**config.mk**
```make
export PLATFORM = sky130hd
export DESIGN_NAME = data_mem_ctrl
export DESIGN_NICKNAME = d
export VERILOG_FILES = /design/src/rtl/dmem_pkg.sv /design/src/rtl/dmem_array.sv /design/src/rtl/data_mem_ctrl.sv
export SDC_FILE = /design/constraint.sdc
export NUM_CORES = 2
export LEC_CHECK = 0
export ABC_AREA = 1
export CAP_MARGIN = 0
export CORE_MARGIN = 5
export CORE_UTILIZATION = 30
export CTS_CLUSTER_SIZE = 12
export DETAILED_ROUTE_END_ITERATION = 6
export HOLD_SLACK_MARGIN = 0.02
export PLACE_DENSITY_LB_ADDON = 0.2
export SKIP_LAST_GASP = 1
export SLEW_MARGIN = 20
export SYNTH_ARGS = -nofsm -noshare
export SYNTH_HDL_FRONTEND = slang
export SYNTH_SLANG_ARGS = --single-unit
```
**constraint.sdc**
```tcl
create_clock -name CLK -period 7.6 [get_ports CLK]
set_input_delay 0.76 -clock CLK [delete_from_list [all_inputs] [get_ports CLK]]
set_output_delay 0.76 -clock CLK [all_outputs]
set_load 0.02 [all_outputs]
```
**src/rtl/dmem_pkg.sv**
```systemverilog
// Shared types and default sizing for the data memory controller.
package dmem_pkg;

  // Controller phases: clear walk, two preload writes, then normal service.
  typedef enum logic [1:0] {
    S_CLEAR,
    S_PRE0,
    S_PRE1,
    S_READY
  } dmem_state_t;

  localparam int DMEM_DW        = 8;
  localparam int DMEM_AW        = 8;
  localparam int DMEM_PRE0_ADDR = 16;
  localparam int DMEM_PRE0_VAL  = 254;
  localparam int DMEM_PRE1_ADDR = 244;
  localparam int DMEM_PRE1_VAL  = 5;

endpackage

```
**src/rtl/dmem_array.sv**
```systemverilog
// Single-port storage array with registered read and no reset, so it maps
// onto block RAM. Contents are defined only by what the controller writes.
module dmem_array #(
  parameter int DW = 8,
  parameter int AW = 8
) (
  input  logic          CLK,
  input  logic          we,
  input  logic          re,
  input  logic [AW-1:0] addr,
  input  logic [DW-1:0] wdata,
  output logic [DW-1:0] rdata
);

  localparam int DEPTH = 1 << AW;

  logic [DW-1:0] mem [DEPTH];

  // Write on we; capture the addressed word on re (read data valid next cycle).
  always_ff @(posedge CLK) begin
    if (we) begin
      mem[addr] <= wdata;
    end
    if (re) begin
      rdata <= mem[addr];
    end
  end

endmodule

```
**src/rtl/data_mem_ctrl.sv**
```systemverilog
// Data memory controller: clears the whole array after reset or on request,
// writes two preload words, then serves single-cycle read/write requests.
module data_mem_ctrl
  import dmem_pkg::*;
#(
  parameter int DW        = DMEM_DW,
  parameter int AW        = DMEM_AW,
  parameter int PRE0_ADDR = DMEM_PRE0_ADDR,
  parameter int PRE0_VAL  = DMEM_PRE0_VAL,
  parameter int PRE1_ADDR = DMEM_PRE1_ADDR,
  parameter int PRE1_VAL  = DMEM_PRE1_VAL
) (
  input  logic          CLK,
  input  logic          reset_n,
  input  logic          init_start,
  input  logic          req_valid,
  output logic          req_ready,
  input  logic          req_write,
  input  logic [AW-1:0] req_addr,
  input  logic [DW-1:0] req_wdata,
  output logic          rsp_valid,
  output logic [DW-1:0] rsp_rdata,
  output logic          init_busy
);

  localparam int DEPTH = 1 << AW;
  // Counter is one bit wider than the address and stops on this compare,
  // so the walk can never wrap back around to address 0.
  localparam logic [AW:0] CLR_LAST = (AW + 1)'(DEPTH - 1);

  dmem_state_t   state, state_next;
  logic [AW:0]   clr_cnt, clr_cnt_next;
  logic          accept;
  logic          mem_we, mem_re;
  logic [AW-1:0] mem_addr;
  logic [DW-1:0] mem_wdata, mem_rdata;
  logic [DW-1:0] rdata_hold;

  assign req_ready = (state == S_READY);
  assign init_busy = (state != S_READY);
  assign accept    = req_valid && req_ready;

  // Next state and write-port mux: walker, preload, or external request.
  always_comb begin
    state_next   = state;
    clr_cnt_next = clr_cnt;
    mem_we       = 1'b0;
    mem_re       = 1'b0;
    mem_addr     = req_addr;
    mem_wdata    = req_wdata;
    case (state)
      S_CLEAR: begin
        mem_we    = 1'b1;
        mem_addr  = clr_cnt[AW-1:0];
        mem_wdata = '0;
        if (clr_cnt == CLR_LAST) begin
          state_next = S_PRE0;
        end else begin
          clr_cnt_next = clr_cnt + 1'b1;
        end
      end
      S_PRE0: begin
        mem_we     = 1'b1;
        mem_addr   = AW'(PRE0_ADDR);
        mem_wdata  = DW'(PRE0_VAL);
        state_next = S_PRE1;
      end
      S_PRE1: begin
        // Written after PRE0, so PRE1 wins when both addresses coincide.
        mem_we     = 1'b1;
        mem_addr   = AW'(PRE1_ADDR);
        mem_wdata  = DW'(PRE1_VAL);
        state_next = S_READY;
      end
      S_READY: begin
        // A request accepted alongside init_start still completes normally.
        mem_we = accept && req_write;
        mem_re = accept && !req_write;
        if (init_start) begin
          state_next   = S_CLEAR;
          clr_cnt_next = '0;
        end
      end
      default: begin
        state_next   = S_CLEAR;
        clr_cnt_next = '0;
      end
    endcase
  end

  // State and clear-counter registers.
  always_ff @(posedge CLK or negedge reset_n) begin
    if (!reset_n) begin
      state   <= S_CLEAR;
      clr_cnt <= '0;
    end else begin
      state   <= state_next;
      clr_cnt <= clr_cnt_next;
    end
  end

  // Response pulse, plus a resettable copy of the last read word to hold
  // rsp_rdata between responses (the array output itself has no reset).
  always_ff @(posedge CLK or negedge reset_n) begin
    if (!reset_n) begin
      rsp_valid  <= 1'b0;
      rdata_hold <= '0;
    end else begin
      rsp_valid <= mem_re;
      if (rsp_valid) begin
        rdata_hold <= mem_rdata;
      end
    end
  end

  assign rsp_rdata = rsp_valid ? mem_rdata : rdata_hold;

  dmem_array #(
    .DW (DW),
    .AW (AW)
  ) u_array (
    .CLK   (CLK),
    .we    (mem_we),
    .re    (mem_re),
    .addr  (mem_addr),
    .wdata (mem_wdata),
    .rdata (mem_rdata)
  );

endmodule

```
==> out/results.ini <==
[setup_path]
criticalPathCategory=reg2reg
crit_path_frequent_cell=nand2_1
cp_slowest_stage_delay_ns=0.80
crit_chain=ha_1 > inv_2 > nand2_4 > nand2_8 > buf_4 > buf_12 > buf_4 > nand2_1 > nand2_1 > nand2_1 > nand2_1 > nand2_1 > nand2_1 > o21ai_0 > nand2_1 > nor2_1 > nor2_1 > nor2_1 > nand2_1
required_ns=8.34
worstSetupEndpointType=flop
critical_path_arrival_ns=6.35
crit_buf_inv=4
slowest_stage=nand2_8
start_kind=flop
critPathMaxFanout=179
critPathTopFamily=simple AND/OR/NAND/NOR gates

[clock_tree]
htree_levels=4
cts_tree=done
cts_root_buf=clkbuf_16
cts_resized=0
numCtsBuffers=227
postCtsSetupBuffers=0
insertion_delay_ns=0.88
cts_buffer_depth=3
hold_buffers=1
clk_pin_slew_ns=0.06
cts_sinks=2076

[floorplan]
die_y_um=552
num_rows=198
io_pins=32
start_util_pct=30.2
core_mm2=0.292
dieArea_mm2=0.304
die_x_um=552

[synthesis]
synth_cell_types=29
yosysSeqAreaShare_pct=70.7
synth_top_cell_area_share_pct=70.2
synth-edff-count=2056
ys_warn_count=0
yosys-top-cells-count=nand2_1, edfxtp_1, nand3_1, nor2_1, clkbuf_1
synthFlopType=edfxtp_1
synthArstFlopShare_pct=0.963
synth-seq-cells=2076
syn_nets=8676
synth_top_cell_by_area=edfxtp_1
synth.area.top_cells=edfxtp_1, nand2_1, nand3_1
syn-cell-area_mm2=0.0880
syn-instance-count=8648
post_synth.cell_area_avg_um2=10.2
yosysMostFrequentCell=nand2_1

[power_and_ir_drop]
p_leak_nw=39.7
p_per_area_mw_per_mm2=448
ir_drop_mv=1.32

[global_route]
met2_usage_pct=28.6
grt_antenna_before_repair=12
grt_pass1_vias=58400
busiest_layer=met2
grt_pass1_wl_mm=401
grt_start_max_net_pins=180
gr-usage-all-layers_pct=17.5
grt_util_met1_pct=24.3
overflow=0
use_met3_pct=2.66

[placed_design]
gp_congestion=0.799
dp_cells=12200
dp_hpwl_mm=152
io_buffers=31

[min_path]
hp-class=reg2reg

[sta]
setup_tns_ns=0
whs_ns=0.499
finalCritPeriodShare_pct=73.9
setup_viol=0
post-route-min-period_ns=5.61
worst_pin_slew_ns=1.22
drv_slew=0
rsz0062_at_grt=false
finClkSkew_ns=0.0827
finalHoldViolCount=0
relSlewSlack_pct=18.4
timing.fmax_mhz=178

[final_layout]
nNetsFinal=8556
area.growth.synth_to_final_pct=13.4
drive_above_1_share_pct=5.46
final_core_util_pct=34.2
stdcell_count=12600

[detailed_routing]
first_iter_violations=5464
drcViolationCount=0
wl_mm=271
avgViaCountPerCell=4.70
routedWlPerCell_um=21.5
vias=59400
antenna_left=0
dr.pass1.iters=6

[status]
status=completed

[flow_run]
cap_violations=0

-- routing by layer --
metal  up-vias  wire length, um
met1     29300           121000
met2      1595           127000
li1      28200                -
met4         0             7390
met3       327            14900
met5         -                0
-- final timing paths --
kind | start | end | slack (ns) | cells past startpoint
min in group asynchronous | reset_n | clr_cnt[5] | 0.51 | 2
worst max register to register | state[1] | u_array.rdata[7] | 1.99 | 19
worst max-delay path | state[1] | u_array.rdata[7] | 1.99 | 19
max in group asynchronous | reset_n | rsp_valid | 6.55 | 2
worst min-delay path | rdata_hold[5] | rdata_hold[5] | 0.50 | 1
worst min register to register | rdata_hold[5] | rdata_hold[5] | 0.50 | 1
-- cell type report --
| class | instances | area [um2] |
|---|---|---|
| fill | 29500 | 192000 |
| sequential | 2076 | 62200 |
| multi-input combinational | 6056 | 23800 |
| clock buffer | 282 | 5930 |
| tap | 3900 | 4880 |
| clock inverter | 143 | 1420 |
| timing repair buffer | 136 | 1390 |
| inverter | 31 | 129 |
| antenna | 4 | 10.0 |
-- cells by family (layout without fill, tap and decap cells) --
| logic type | count (synthesis) | count (layout) | share of synthesized area (%) |
|---|---|---|---|
| and+or+nand+nor | 5900 | 5900 | 25.8 |
| DFF | 2076 | 2076 | 70.7 |
| buffers and inverters | 516 | 592 | 2.44 |
| AOI/OAI and AO/OA | 138 | 138 | 0.809 |
| muxes | 8 | 8 | 0.102 |
| adders and majority gates | 7 | 7 | 0.0995 |
| xor gates and xnor gates | 3 | 3 | 0.0299 |
| other | 0 | 4 | 0 |
-- per-stage QoR --
| stage | area (um2) | setup WS [ns] | power (W) |
|---|---|---|---|
| final | 99800 | 1.99 | 0.0447 |
| after detailed placement | 92400 | 2.01 | 0.0342 |
| after global placement | 92400 | 1.97 | 0.0342 |
| after floorplan | 88000 | 1.69 | 0.0269 |
| after global routing | 99800 | 1.54 | 0.0473 |
| after CTS | 99800 | 1.95 | 0.0452 |
-- cell usage in the layout (no fill, tap or decap), types with 2 or more instances in the layout --
master	count
clkinv_2	43
clkbuf_16	229
dfrtp_1	20
ha_1	7
clkinv_1	60
clkdlybuf4s50_1	30
nor2_4	7
xor2_1	3
inv_16	4
nor3_1	5
nand2_2	6
nand2_1	5108
buf_4	81
o21ai_0	52
o21ai_1	72
nor2_2	4
o21a_1	4
buf_12	22
clkinv_8	4
inv_2	10
nand2_4	9
bufinv_16	21
clkinvlp_4	3
nand3_1	387
nand4_1	11
nor2_1	349
inv_1	18
inv_8	2
nand3_2	8
mux2_2	8
nand2_8	2
clkbuf_1	53
clkinv_16	5
edfxtp_1	2056
a21oi_1	6
diode_2	4
inv_4	2
-- registers in the layout, summed over array words and instances, names as in the netlist --
register,cells
u_array.mem,2048
rsp_valid,1
rdata_hold,8
clr_cnt,9
u_array.rdata,8
state,2
-- where the power goes --
group          leakage (nW)  internal (W)  total (W)  switching [W]
Combinational          17.2       0.00375     0.0181         0.0144
Sequential             18.9        0.0155     0.0156       0.000112
Clock                  3.58       0.00625     0.0109        0.00469
Total                  39.7        0.0255     0.0447         0.0192
(Power assumes the default switching activity.)
